### src/rtl/id_ex_pipeline_reg_pkg.sv
// Shared definitions for the ID/EX stage: control bundle layout, opcodes, extend modes.
package id_ex_pipeline_reg_pkg;

    localparam int unsigned CTRL_W     = 25;
    localparam int unsigned IMM_W      = 16;
    localparam int unsigned SA_W       = 5;
    localparam int unsigned BUB_CNT_W  = 16;

    // Control bit positions (MSB first, matching ctrl_t field order)
    localparam int unsigned CTRL_ALU_EN       = 24;
    localparam int unsigned CTRL_ALU_SRC_A_HI = 23;
    localparam int unsigned CTRL_ALU_SRC_A_LO = 22;
    localparam int unsigned CTRL_ALU_SRC_B    = 21;
    localparam int unsigned CTRL_ALU_DST_HI   = 20;
    localparam int unsigned CTRL_ALU_DST_LO   = 19;
    localparam int unsigned CTRL_ALU_OP_HI    = 18;
    localparam int unsigned CTRL_ALU_OP_LO    = 15;
    localparam int unsigned CTRL_AGU_EN       = 14;
    localparam int unsigned CTRL_AGU_SRC_ADDR = 13;
    localparam int unsigned CTRL_AGU_DST      = 12;
    localparam int unsigned CTRL_AGU_OP_HI    = 11;
    localparam int unsigned CTRL_AGU_OP_LO    = 9;
    localparam int unsigned CTRL_JUMP         = 8;
    localparam int unsigned CTRL_BRANCH       = 7;
    localparam int unsigned CTRL_EXT_HI       = 6;
    localparam int unsigned CTRL_EXT_LO       = 5;
    localparam int unsigned CTRL_MEM_OP       = 4;
    localparam int unsigned CTRL_MEM_TYPE     = 3;
    localparam int unsigned CTRL_MEM_SIZE_HI  = 2;
    localparam int unsigned CTRL_MEM_SIZE_LO  = 1;
    localparam int unsigned CTRL_UNSIGN       = 0;

    localparam logic [3:0] OP_SLL  = 4'b0000;
    localparam logic [3:0] OP_SRL  = 4'b0001;
    localparam logic [3:0] OP_SRA  = 4'b0010;
    localparam logic [3:0] OP_ADD  = 4'b0011;
    localparam logic [3:0] OP_ADDU = 4'b0100;
    localparam logic [3:0] OP_SUB  = 4'b0101;
    localparam logic [3:0] OP_SUBU = 4'b0110;
    localparam logic [3:0] OP_AND  = 4'b0111;
    localparam logic [3:0] OP_OR   = 4'b1000;
    localparam logic [3:0] OP_XOR  = 4'b1001;
    localparam logic [3:0] OP_NOR  = 4'b1010;
    localparam logic [3:0] OP_SLT  = 4'b1011;
    localparam logic [3:0] OP_SLTU = 4'b1100;
    localparam logic [3:0] OP_LUI  = 4'b1101;

    localparam logic [2:0] AGU_OP_ADD  = 3'b000;
    localparam logic [2:0] AGU_OP_PC4  = 3'b001;
    localparam logic [2:0] AGU_OP_JR   = 3'b010;
    localparam logic [2:0] AGU_OP_JMP  = 3'b011;
    localparam logic [2:0] AGU_OP_BEQ  = 3'b100;
    localparam logic [2:0] AGU_OP_BNE  = 3'b101;

    localparam logic [1:0] MODE_ZERO  = 2'b00;
    localparam logic [1:0] MODE_SIGN  = 2'b01;
    localparam logic [1:0] MODE_UPPER = 2'b10;

    localparam logic [4:0] REG_ZERO = 5'd0;

    typedef struct packed {
        logic       alu_en;
        logic [1:0] alu_src_a;
        logic       alu_src_b;
        logic [1:0] alu_dst;
        logic [3:0] alu_op;
        logic       agu_en;
        logic       agu_src_addr;
        logic       agu_dst;
        logic [2:0] agu_op;
        logic       jump;
        logic       branch;
        logic [1:0] extend_sign;
        logic       mem_op;
        logic       mem_type;
        logic [1:0] mem_size;
        logic       unsign;
    } ctrl_t;

endpackage

### src/rtl/id_ex_pipeline_reg_load_use_detector.sv
// Combinational load-use hazard detection between the load in EX and the consumer in ID.
module load_use_detector
    import id_ex_pipeline_reg_pkg::*;
#(
    parameter int unsigned REG_ADDR_W = 5
) (
    input  logic                  ex_valid,
    input  logic                  ex_mem_op,
    input  logic                  ex_mem_type,
    input  logic [REG_ADDR_W-1:0] ex_rt,
    input  logic                  id_valid,
    input  logic [REG_ADDR_W-1:0] id_rs,
    input  logic [REG_ADDR_W-1:0] id_rt,
    input  logic                  id_rs_used,
    input  logic                  id_rt_used,
    output logic                  hazard_c
);

    logic ex_is_load_c;
    logic src_match_c;

    assign ex_is_load_c = ex_valid & ex_mem_op & ~ex_mem_type;
    assign src_match_c  = (id_rs_used & (id_rs == ex_rt)) | (id_rt_used & (id_rt == ex_rt));

    // Writes to $zero are discarded, so they never create a dependency
    assign hazard_c = ex_is_load_c & id_valid & src_match_c
                    & (ex_rt != REG_ADDR_W'(REG_ZERO));

endmodule

### src/rtl/id_ex_pipeline_reg.sv
// ID/EX pipeline register with load-use bubble insertion, flush and downstream stall.
// Optional bubble counter output enabled by defining ID_EX_BUBBLE_CNT_EN.
module id_ex_pipeline_reg
    import id_ex_pipeline_reg_pkg::*;
#(
    parameter int unsigned DATA_W     = 32,
    parameter int unsigned REG_ADDR_W = 5
) (
    input  logic                  i_clk,
    input  logic                  i_reset,
    input  logic                  i_valid,
    input  logic [CTRL_W-1:0]     i_ctrl,
    input  logic [DATA_W-1:0]     i_pc4,
    input  logic [DATA_W-1:0]     i_rs_data,
    input  logic [DATA_W-1:0]     i_rt_data,
    input  logic [IMM_W-1:0]      i_imm,
    input  logic [SA_W-1:0]       i_sa,
    input  logic [REG_ADDR_W-1:0] i_rs,
    input  logic [REG_ADDR_W-1:0] i_rt,
    input  logic [REG_ADDR_W-1:0] i_rd,
    input  logic                  i_rs_used,
    input  logic                  i_rt_used,
    input  logic                  i_flush,
    input  logic                  i_ex_stall,
    output logic                  o_stall,
    output logic                  o_valid,
    output logic [CTRL_W-1:0]     o_ctrl,
    output logic [DATA_W-1:0]     o_pc4,
    output logic [DATA_W-1:0]     o_rs_data,
    output logic [DATA_W-1:0]     o_rt_data,
    output logic [IMM_W-1:0]      o_imm,
    output logic [SA_W-1:0]       o_sa,
    output logic [REG_ADDR_W-1:0] o_rs,
    output logic [REG_ADDR_W-1:0] o_rt,
    output logic [REG_ADDR_W-1:0] o_rd
`ifdef ID_EX_BUBBLE_CNT_EN
    ,
    output logic [BUB_CNT_W-1:0]  o_bubble_cnt
`endif
);

    ctrl_t ctrl_q;
    logic  hazard_c;

    assign o_ctrl = ctrl_q;

    load_use_detector #(
        .REG_ADDR_W (REG_ADDR_W)
    ) u_load_use_detector (
        .ex_valid    (o_valid),
        .ex_mem_op   (ctrl_q.mem_op),
        .ex_mem_type (ctrl_q.mem_type),
        .ex_rt       (o_rt),
        .id_valid    (i_valid),
        .id_rs       (i_rs),
        .id_rt       (i_rt),
        .id_rs_used  (i_rs_used),
        .id_rt_used  (i_rt_used),
        .hazard_c    (hazard_c)
    );

    // A flush kills the consumer, so its hazard must not freeze the front end
    assign o_stall = (hazard_c & ~i_flush) | i_ex_stall;

    // Priority: reset, flush, downstream stall, hazard bubble, normal capture
    always_ff @(posedge i_clk) begin
        if (i_reset) begin
            o_valid   <= 1'b0;
            ctrl_q    <= '0;
            o_pc4     <= '0;
            o_rs_data <= '0;
            o_rt_data <= '0;
            o_imm     <= '0;
            o_sa      <= '0;
            o_rs      <= '0;
            o_rt      <= '0;
            o_rd      <= '0;
        end else if (i_flush) begin
            o_valid <= 1'b0;
            ctrl_q  <= '0;
        end else if (i_ex_stall) begin
            o_valid <= o_valid;
        end else if (hazard_c) begin
            o_valid <= 1'b0;
            ctrl_q  <= '0;
        end else begin
            o_valid   <= i_valid;
            ctrl_q    <= i_valid ? ctrl_t'(i_ctrl) : '0;
            o_pc4     <= i_pc4;
            o_rs_data <= i_rs_data;
            o_rt_data <= i_rt_data;
            o_imm     <= i_imm;
            o_sa      <= i_sa;
            o_rs      <= i_rs;
            o_rt      <= i_rt;
            o_rd      <= i_rd;
        end
    end

`ifdef ID_EX_BUBBLE_CNT_EN
    logic bubble_ins_c;

    assign bubble_ins_c = i_flush | (~i_ex_stall & hazard_c);

    // Saturating count of inserted bubbles
    always_ff @(posedge i_clk) begin
        if (i_reset) begin
            o_bubble_cnt <= '0;
        end else if (bubble_ins_c && (o_bubble_cnt != {BUB_CNT_W{1'b1}})) begin
            o_bubble_cnt <= o_bubble_cnt + BUB_CNT_W'(1);
        end
    end
`endif

endmodule
### config.mk
export PLATFORM = sky130hd
export DESIGN_NAME = id_ex_pipeline_reg
export DESIGN_NICKNAME = d
export VERILOG_FILES = /design/src/rtl/id_ex_pipeline_reg_pkg.sv /design/src/rtl/id_ex_pipeline_reg_load_use_detector.sv /design/src/rtl/id_ex_pipeline_reg.sv
export SDC_FILE = /design/constraint.sdc
export NUM_CORES = 1
export LEC_CHECK = 0
export BUFFER_PORTS_ARGS = -buffer_cell sky130_fd_sc_hd__buf_2
export CAP_MARGIN = 10
export CORE_MARGIN = 2
export CORE_UTILIZATION = 47
export CTS_CLUSTER_DIAMETER = 100
export DETAILED_ROUTE_END_ITERATION = 10
export GPL_ROUTABILITY_DRIVEN = 0
export PLACE_DENSITY = 0.8
export SLEW_MARGIN = 40
export SYNTH_ARGS = -nofsm -noshare
export SYNTH_HDL_FRONTEND = slang
export SYNTH_HIERARCHICAL = 1
export SYNTH_SLANG_ARGS = --single-unit
### constraint.sdc
create_clock -name i_clk -period 3.8 [get_ports i_clk]
set_input_delay 0.76 -clock i_clk [delete_from_list [all_inputs] [get_ports i_clk]]
set_output_delay 0.76 -clock i_clk [all_outputs]
set_load 0.03 [all_outputs]
**After elaboration in Yosys (flattened, before gate mapping)**

Index checks and enable logic that the tools add are counted.

- Register bits: 158
- Output and inout bits: 159

- Equal/unequal tests: 2
- Muxes and demuxes: 3
- Bitwise operators: 14
- Reductions and logical operators: 3

Operators by type and width:

| kind | count |
|---|---|
| $mux 25 | 2 |
| $eq 5x5->1 | 2 |
| $and 1x1->1 | 8 |
| $reduce_bool 5->1 | 1 |
| $not 1->1 | 4 |
| $reduce_and 3->1 | 1 |
| $or 1x1->1 | 2 |
| $reduce_or 2->1 | 1 |
| $mux 1 | 1 |

**Depth between registers and ports, before layout**

Gate-level depths: netlist of run 1.

- Word-level depth: 7
- Mapped depth: 9

**Modules after synthesis**

Netlist of run 1, hierarchy kept.

Modules (own cells, without submodules):

| module | times used | cells each | area an instance (µm²) | seq. area each (µm²) |
|---|---|---|---|---|
| id_ex_pipeline_reg | 1 | 694 | 6,942.9 | 3,163.0 |
| load_use_detector | 1 | 18 | 142.6 | 0.0 |

**Least setup slack after synthesis of run 1**

Ideal clock, no wire load.

- Kind: input -> output
- Start: in i_rs[0]
- End: out o_stall
- Arrival: 2.546 ns
- Data required time: 3.040 ns
- Setup slack: 0.494 ns
- Cell stages on the path: 8
- Path buffers: 3
- Path through: xor2_1 -> nor4_1 -> nand3_1 -> a221oi_2 -> buf_2 -> buf_2 -> buf_2 -> a21o_1

- Longest elaborated chain between the ends: 7

RTL lines:

| element | RTL line | text |
|---|---|---|
| start: declaration | id_ex_pipeline_reg.sv:18 | `input logic [REG_ADDR_W-1:0] i_rs,` |
| $eq 5x5->1 | id_ex_pipeline_reg_load_use_detector.sv:23 | `assign src_match_c = (id_rs_used & (id_rs == ex_rt)) \| (id_rt_used & (id_rt == ex_rt));` |
| $and 1x1->1 | id_ex_pipeline_reg_load_use_detector.sv:23 |  |
| $or 1x1->1 | id_ex_pipeline_reg_load_use_detector.sv:23 |  |
| $and 1x1->1 | id_ex_pipeline_reg_load_use_detector.sv:26 | `assign hazard_c = ex_is_load_c & id_valid & src_match_c` |
| $and 1x1->1 | id_ex_pipeline_reg_load_use_detector.sv:27 | `& (ex_rt != REG_ADDR_W'(REG_ZERO));` |
| named net hazard_c | id_ex_pipeline_reg.sv:43 | `logic hazard_c;` |
| $and 1x1->1 | id_ex_pipeline_reg.sv:63 | `assign o_stall = (hazard_c & ~i_flush) \| i_ex_stall;` |
| $or 1x1->1 | id_ex_pipeline_reg.sv:63 |  |
| end: declaration | id_ex_pipeline_reg.sv:25 | `output logic o_stall,` |

The timed path passes the listed nets, and every way through them passes these cells.

**Final worst setup path of run 1**

- Start: in i_rs[3]
- End: out o_stall

Same word-level chain as after synthesis.

==> results of run 1 <==
[state kept, by name, summed over array words and instances (netlist names)]
register	cells
o_rd	5
o_ctrl	25
o_rt_data	32
o_rs_data	32
o_sa	5
o_rs	5
o_imm	16
o_valid	1
o_pc4	32
o_rt	5
[worst min path at each step]
| stage | start | endpoint | slack, ps | cells after the start |
|---|---|---|---|---|
| final | o_rd[0]$_SDFFE_PP0P_ | o_rd[0]$_SDFFE_PP0P_ | 460 | 2 |
| after global routing | o_ctrl[8]$_SDFFE_PP0N_ | o_ctrl[8]$_SDFFE_PP0N_ | 480 | 1 |
| after CTS | o_rd[0]$_SDFFE_PP0P_ | o_rd[0]$_SDFFE_PP0P_ | 460 | 2 |
| after detailed placement | o_ctrl[0]$_SDFFE_PP0N_ | o_ctrl[0]$_SDFFE_PP0N_ | 450 | 1 |
| after global placement | o_ctrl[7]$_SDFFE_PP0N_ | o_ctrl[7]$_SDFFE_PP0N_ | 440 | 1 |
| after floorplan | o_pc4[16]$_SDFFE_PP0P_ | o_pc4[16]$_SDFFE_PP0P_ | 600 | 2 |
[cell families (layout without fill, tap and decap cells)]
group / Yosys count / after routing / synth area share
AO/OA/AOI/OAI: 292 / 292 / 0.273
XOR/XNOR: 10 / 10 / 0.0124
buffers and inverters: 109 / 367 / 0.0697
flip-flops: 158 / 158 / 0.446
other: 0 / 1 / 0
AND/OR/NAND/NOR: 143 / 143 / 0.199
[cell type report]
type,instances,area (µm²)
fillers,1294,5430
inverters,1,3.75
multi-input cells,445,3440
flip-flops and latches,158,3160
repair buffers,334,1750
clock buffers,18,439
well taps,184,230
clock inverters,14,180
diodes,1,2.50
[cells in the final DEF, fill, tap and decap left out, drive strengths merged, types with 2 or more instances in the layout]
cell	synthesis	final
or4b	132	132
nor3b	2	2
nor2	2	2
inv	1	6
a21oi	132	132
clkinvlp	0	2
xor2	8	8
o31ai	132	132
dfxtp	158	158
clkinv	0	4
buf	50	334
bufinv	0	3
xnor2	2	2
nor4	2	2
clkbuf	58	18
nand3	2	2
a32o	25	25
[critical path: cells and delay by family]
kind            cells  cell delay (ps)
xor+xnor            1              170
simple gates        2              530
compound gates      2              540
buf+inv             2              340
[power breakdown]
group | internal, µW | total [µW] | switching, µW
Clock | 1060 | 1780 | 719
Sequential | 1730 | 1760 | 36.2
Combinational | 203 | 553 | 350
[per-layer routing]
metal / wire length [µm] / up-vias / GRT usage
li1: - / 3363 / -
met1: 8420 / 3144 / 0.297
met2: 9700 / 253 / 0.393
met3: 1520 / 43 / 0.0768
met4: 590 / 4 / 0.0963
met5: 26 / - / 0
[metrics by stage]
| stage | std cells | total power (µW) | cell area [µm²] |
|---|---|---|---|
| floorplan | 712 | 2160 | 7090 |
| global placement | 1120 | 2340 | 8560 |
| detailed placement | 1122 | 2350 | 8590 |
| CTS | 1154 | 4140 | 9210 |
| global route | 1154 | 4250 | 9210 |
| finish | 1155 | 4100 | 9210 |
==> reports/results.ini, run 1 <==
[worst_setup_path]
cpPeakStageDelay_ps=360
crit-reg2reg-capture=o_ctrl[22]$_SDFFE_PP0N_
cp-startpoint=i_rs[3]
cpMostUsedCell=buf_2
cp.required_ps=3040
worst_path_max_delay_cell=a221oi_4
r2r-start=o_rt[0]$_SDFFE_PP0P_
critical_path_class=in2out
worst_ep_arrival_time_ps=2350
worstPathCellList=buf_2 > xor2_1 > nor4_1 > nand3_1 > a221oi_4 > a21o_1 > buf_2
endpoint=o_stall
worstRegToRegCells=8
r2r_slack_ps=870
cp-end-kind=output port
crit_fanout=4
crit_path_start_kind=input pin

[sta]
hold_viol=0
maxSlewHeadroom=0.460
setup_violations=0
worst_pin_slew_ps=810
finalCritPeriodShare=0.818
period_minus_slack_ps=3110
fin_skew_ps=9.25
max_freq_mhz=322
setup_tns_ps=0
final_max_slew_viol_count=0
worst_slack_ps=691
rsz0062_at_grt=false
holdWs_ps=462

[clocking]
post_cts_buffers=0
cts_buffers=17
tritoncts=done
ctsHoldBuffers=0
htreeDepth=4
cts_buffer_depth=2
cts_resized=0
insertion_delay_ps=420
clkTransAtPathRegs_ps=60
clock-sinks=158
cts_root_buf=clkbuf_16

[synth]
yosys.area.top_type=dfxtp_1
yosysMostFrequentCell=dfxtp_1
synth_common_cells=158 x dfxtp_1, 132 x a21oi_1, 132 x o31ai_1, 132 x or4b_1, 51 x clkbuf_1
netlist_top_cells_area=dfxtp_1 45%, or4b_1 19%, o31ai_1 14%, a21oi_1 9.3%, a32o_1 3.5%
yosysTopAreaCellShare=0.446
synth_cell_type_count=24
synthArstFlopShare=0
netlist_instances=712
yosysWarnings=6
synth_edf_count=0
synth_nets=876
ys.flop_type=dfxtp_1
syn_area_mm2=0.00709
ys_seq_area_frac=0.446
syn_avg_cell_area_um2=9.95
synth_seq_cells=158

[min_path]
hold_class=reg2reg

[floorplan]
start_util=0.484
die_area_mm2=0.0161
die_x_um=127
die_y_um=127
core_mm2=0.0146
rows=44
ios=323

[routing]
drc_errors=0
drtPass1Iterations=5
ant_nets=0
via_count=6807
viasPerCell=5.89
wl_per_cell_um=17.5
dr.first_iter.drc_count=493
finalWirelength_um=20300

[run]
maxCapViolCount=0

[global_route]
grt_pass1_wl_um=31800
grt_pass1_vias=6188
grt_antenna_before_repair=3
grt_max_degree=175
track_usage=0.241
overflow=0

[placed_design]
pre_cts_slack_ps=493
numPortBuffers=322
dp_hpwl_um=13000

[cells_and_area]
post-route-util=0.629
drive_gt1_frac=0.380
final_nets=1121
area_growth_pct=30.0

[power_and_ir_drop]
power_density_mw_per_mm2=445
ir_worst_vdd_mv=0.442
p_leak_uw=0.00410

[status]
status=completed

(Power assumes the default switching activity.)
==> inputs of run 2 (changes only) <==
CORE_UTILIZATION = 43   (was 47)
PLACE_DENSITY = 0.77   (was 0.8)
clock period = 2.8 ns   (was 3.8 ns; I/O delays follow)
==> run 2 against run 1 <==
Worst hold slack worse by 94 ps. Wire length up 1.7%. Global-route usage down 1.2 points. Sequential power up 36%. Power up 30%. Worst setup slack worse by 590 ps. Sequential share of layout area down 0.35 points. Via count about the same. Die area up 9.0%. Register-to-register slack worse by 570 ps. Clock skew up 3.6 ps. Critical endpoint unchanged.
==> reports/results.ini, run 2 (synthesis gave the netlist of run 1 again) <==
[sta]
rsz0062_at_grt=false
maxSlewHeadroom=0.587  ; +0.127
fin_skew_ps=12.8  ; +3.56 ps
worst_pin_slew_ps=619  ; -191 ps
hold_viol=0  ; unchanged
final_max_slew_viol_count=0  ; unchanged
setup_violations=0  ; unchanged
finalCritPeriodShare=0.963
period_minus_slack_ps=2700
setup_tns_ps=0  ; unchanged
holdWs_ps=368  ; -93.8 ps
max_freq_mhz=371

[routing]
drtPass1Iterations=4  ; -1
wl_per_cell_um=17.2  ; -1.8%
ant_nets=0  ; unchanged
dr.first_iter.drc_count=482  ; -2.2%
via_count=6813  ; +0.088%
finalWirelength_um=20600  ; +1.7%
drc_errors=0  ; unchanged
viasPerCell=5.70  ; -3.3%

[global_route]
grt_pass1_wl_um=32800  ; +3.3%
overflow=0  ; unchanged
grt_pass1_vias=6380  ; +3.1%
grt_antenna_before_repair=2  ; -1
grt_max_degree=112  ; -36%
track_usage=0.229  ; -0.0118

[min_path]
hold_start=i_ctrl[3]
holdPathEnd=o_ctrl[3]$_SDFFE_PP0N_
hold_class=in2reg
hold_path_depth=2  ; unchanged

[worst_setup_path]
r2r_slack_ps=300  ; -570 ps
worst_ep_arrival_time_ps=2140  ; -210 ps
crit_path_start_kind=flip-flop
r2r-start=o_rt[0]$_SDFFE_PP0P_
crit-reg2reg-capture=o_ctrl[21]$_SDFFE_PP0N_
cp.required_ps=2240  ; -800 ps
worstRegToRegCells=10  ; +2
crit_fanout=5  ; +1
cp-end-kind=output port
critical_path_class=reg2out

[floorplan]
die_x_um=132  ; +4.4%
core_mm2=0.0160  ; +9.3%
ios=323  ; unchanged
rows=46  ; +4.5%
start_util=0.443  ; -0.0410
die_area_mm2=0.0175  ; +9.0%
die_y_um=132  ; +4.4%

[power_and_ir_drop]
p_leak_uw=0.00413  ; +0.62%
power_density_mw_per_mm2=573  ; +29%
ir_worst_vdd_mv=0.396  ; -10%

[cells_and_area]
final_nets=1129  ; +0.71%
area_growth_pct=31.5
layout_common_cells=319 x buf_2, 154 x dfxtp_1, 132 x or4b_1, 132 x o31ai_1, 132 x a21oi_1
layout_commonest_cell=buf_2
drive_gt1_frac=0.391  ; +0.0102
fill_cells=1463  ; +13%
final_area_mm2=0.00932  ; +1.2%
largestRegisters=o_pc4: 32 flops, o_rs_data: 32 flops, o_rt_data: 32 flops

[clocking]
cts_root_buf=clkbuf_16
clock-sinks=158  ; unchanged
ctsHoldBuffers=0  ; unchanged
cts_buffer_depth=2  ; unchanged
cts_buffers=17  ; unchanged
htreeDepth=4  ; unchanged
clkTransAtPathRegs_ps=70  ; about the same
tritoncts=done
insertion_delay_ps=430  ; about the same

[placed_design]
dp_hpwl_um=13500  ; +4.0%
numPortBuffers=322  ; unchanged
place_area_mm2=0.00874  ; +1.9%

[run]
maxCapViolCount=0  ; unchanged

[status]
status=completed

run 2: changes by cell type in the layout (fill, tap and decap cells not counted), sizes merged:
cell,delta
clkbuf,-1
diode,+1
clkinvlp,+2
buf,+8
bufinv,-3
inv,+2
run 2: what timing repair did:
| item | in CTS | in global routing |
|---|---|---|
| endpoints found under the setup margin | 1 | 1 |
| setup buffers | 1 | 0 |
| gates resized for setup | 0 | 4 |
| hold endpoints to repair | 0 | 0 |
| pin swaps | 1 | 4 |
run 2: final cells by class:
class / instances / area, µm² / share of cell area
sequential: 158 / 3170 / 0.340
timing repair buffer: 342 / 1870 / 0.201
clock buffer: 17 / 425 / 0.0456
multi-input combinational: 445 / 3450 / 0.370
tap: 216 / 270 / 0.0290
antenna: 2 / 5.00 / 0.000537
inverter: 1 / 3.75 / 0.000403
clock inverter: 15 / 129 / 0.0138
run 2: where the power goes:
part           leakage [µW]  internal, µW  switching [µW]  total (µW)
clock              0.000264          1160            1020        2190
sequential          0.00129          2340            48.5        2390
combinational       0.00257           282             477         759
total               0.00413          3790            1550        5340
run 2: worst max-delay path by stage:
stage                         start                       to  depth (start not counted)
2_1_floorplan               i_rs[0]                  o_stall                          8
5_1_grt        o_rt[0]$_SDFFE_PP0P_                  o_stall                          6
6_report       o_rt[0]$_SDFFE_PP0P_                  o_stall                          6
3_3_place_gp                i_rs[0]                  o_stall                          7
3_5_place_dp                i_rs[0]  o_ctrl[21]$_SDFFE_PP0N_                         10
4_1_cts        o_rt[0]$_SDFFE_PP0P_                  o_stall                          6
run 2: metal layers:
| metal | GRT usage | vias up | share of wire |
|---|---|---|---|
| met5 | 0 | - | 0.00063 |
| met4 | 0.111 | 2 | 0.036 |
| met3 | 0.0800 | 50 | 0.082 |
| met2 | 0.362 | 256 | 0.47 |
| met1 | 0.278 | 3142 | 0.42 |
| li1 | - | 3363 | - |
run 2: critical path, cell delays in order, from the launching register on:
cell and delay, ps:
dfxtp_2 360, xor2_1 170, nor4_1 310, nand3_1 180, a221oi_4 320, a21o_4 160
buf_2 210
run 2: metrics by stage:
stage               setup slack [ps]   util  power (µW)  std cells
global route                    2.98  0.582        5550       1194
floorplan                       14.6      -        2930        712
global placement                83.5  0.546        3190       1160
finish                           104  0.582        5340       1196
CTS                             34.5  0.582        5390       1194
detailed placement              8.19  0.547        3200       1161
==> inputs of run 3 (changes only) <==
CORE_UTILIZATION = 35   (was 43)
PLACE_DENSITY = unset   (was 0.77)
==> run 3 against run 2 <==
Maximum frequency increased by 0.48%. Power rose by 2.1%. Critical path type unchanged. Non-clock buffer count rose by 2. Largest cell class unchanged. Largest power group unchanged. Highest routed layer unchanged.
==> reports/results.ini, run 3 (synthesis gave the netlist of run 1 again) <==
[status]
status=completed

[floorplan]
die_y_um=146  ; +11%
rows=52  ; +13%
ios=323  ; unchanged
core_mm2=0.0200  ; +25%
die_area_mm2=0.0214  ; +22%
die_x_um=146  ; +11%
start_util=0.354  ; -0.0893

[sta]
maxSlewHeadroom=0.632  ; +0.0450
rsz0062_at_grt=false
setup_violations=0  ; unchanged
setup_tns_ps=0  ; unchanged
worst_slack_ps=117  ; +13.0 ps
period_minus_slack_ps=2680  ; -13.0 ps
max_freq_mhz=373  ; +0.48%
finalCritPeriodShare=0.958  ; -0.00464
hold_viol=0  ; unchanged
final_max_slew_viol_count=0  ; unchanged
worst_pin_slew_ps=551  ; -67.5 ps
fin_skew_ps=12.3  ; -0.537 ps

[cells_and_area]
area_growth_pct=32.5
layout_common_cells=318 x buf_2, 154 x dfxtp_1, 132 x or4b_1, 132 x o31ai_1, 132 x a21oi_1
final_area_mm2=0.00939  ; +0.71%
final_nets=1131  ; +0.18%
layout_commonest_cell=buf_2
drive_gt1_frac=0.391  ; unchanged
fill_cells=1993  ; +36%
largestRegisters=o_pc4: 32 flops, o_rs_data: 32 flops, o_rt_data: 32 flops

[clocking]
cts_root_buf=clkbuf_16
ctsHoldBuffers=0  ; unchanged
htreeDepth=4  ; unchanged
clkTransAtPathRegs_ps=70  ; about the same
insertion_delay_ps=420  ; about the same
clock-sinks=158  ; unchanged
tritoncts=done
cts_buffer_depth=2  ; unchanged
cts_buffers=17  ; unchanged

[power_and_ir_drop]
power_density_mw_per_mm2=581  ; +1.4%
p_leak_uw=0.00413  ; about the same
ir_worst_vdd_mv=0.381  ; -3.7%

[run]
maxCapViolCount=0  ; unchanged

[worst_setup_path]
crit_fanout=5  ; unchanged
crit_path_start_kind=flip-flop
worst_ep_arrival_time_ps=2120  ; -20 ps
worstRegToRegCells=9  ; -1
crit-reg2reg-capture=o_imm[1]$_SDFFE_PP0P_
cp-startpoint=o_rt[0]$_SDFFE_PP0P_
r2r-start=o_rt[0]$_SDFFE_PP0P_
cp-end-kind=output port
endpoint=o_stall
r2r_slack_ps=380  ; +80 ps
critical_path_class=reg2out
cp.required_ps=2240  ; about the same

[routing]
ant_nets=0  ; unchanged
dr.first_iter.drc_count=302  ; -37%
drc_errors=0  ; unchanged
finalWirelength_um=22400  ; +8.5%
drtPass1Iterations=4  ; unchanged
viasPerCell=5.48  ; -3.8%
wl_per_cell_um=17.9  ; +3.9%
via_count=6846  ; +0.48%

[global_route]
grt_pass1_vias=6308  ; -1.1%
grt_pass1_wl_um=35100  ; +7.0%
grt_max_degree=115  ; +2.7%
grt_antenna_before_repair=3  ; +1
track_usage=0.201  ; -0.0277
overflow=0  ; unchanged

[placed_design]
pre_cts_slack_ps=99.1  ; +90.9 ps
numPortBuffers=322  ; unchanged
dp_hpwl_um=14600  ; +7.6%
place_area_mm2=0.00880  ; +0.62%

[min_path]
hold_class=in2reg

[run 3: changes by cell type in the layout (fill, tap and decap cells not counted), sizes merged]
cell	previous run	this run
bufinv	0	2
buf	342	344
diode	2	1
inv	8	4
clkinv	4	3
clkbuf	17	18
[run 3: how the worst min path moves through the flow]
stage	startpoint	endpoint	depth (start not counted)
final	i_ctrl[13]	o_ctrl[13]$_SDFFE_PP0N_	2
after global routing	i_ctrl[21]	o_ctrl[21]$_SDFFE_PP0N_	2
after CTS	i_ctrl[13]	o_ctrl[13]$_SDFFE_PP0N_	2
after detailed placement	o_ctrl[16]$_SDFFE_PP0N_	o_ctrl[16]$_SDFFE_PP0N_	1
after global placement	o_ctrl[19]$_SDFFE_PP0N_	o_ctrl[19]$_SDFFE_PP0N_	1
after floorplan	o_pc4[16]$_SDFFE_PP0P_	o_pc4[16]$_SDFFE_PP0P_	2
[run 3: final cells by class]
cell class,count,area [µm²],share of cell area
Multi-Input combinational cell,445,3450,0.368
Sequential cell,158,3170,0.338
Timing Repair Buffer,344,1860,0.198
Clock buffer,18,429,0.0457
Tap cell,270,338,0.0360
Clock inverter,12,139,0.0148
Inverter,1,3.75,0.000400
Antenna cell,1,2.50,0.000267
[run 3: routing by layer]
metal,track usage,vias up,share of wire
li1,-,3375,-
met1,0.262,3228,0.44
met2,0.323,213,0.47
met3,0.0572,26,0.066
met4,0.0665,4,0.015
met5,0,-,0.0012
[run 3: repair_timing]
action	4_1_cts	5_1_grt
resized for setup	2	4
pin swaps	0	3
setup endpoints to repair	1	1
setup buffers	0	1
[run 3: worst max-delay path, cell delays in order, from the launching register on]
cell	delay (ps)
dfxtp_2	350
xor2_1	140
nor4_1	290
nand3_1	180
a221oi_4	320
buf_12	160
a21o_4	100
buf_4	160
[run 3: power breakdown]
| group | switching [µW] | internal (µW) | leakage, µW | total (µW) |
|---|---|---|---|---|
| Clock | 980 | 1310 | 0.000265 | 2290 |
| Sequential | 48.4 | 2340 | 0.00129 | 2390 |
| Combinational | 485 | 280 | 0.00257 | 765 |
[run 3: through the flow]
step	hold slack (ps)	cells	power [µW]	utilization
after floorplan	600	712	2930	-
after global placement	441	1217	3200	0.439
after detailed placement	452	1217	3210	0.439
after CTS	350	1247	5520	0.468
after global routing	361	1249	5680	0.468
final	371	1249	5450	0.468
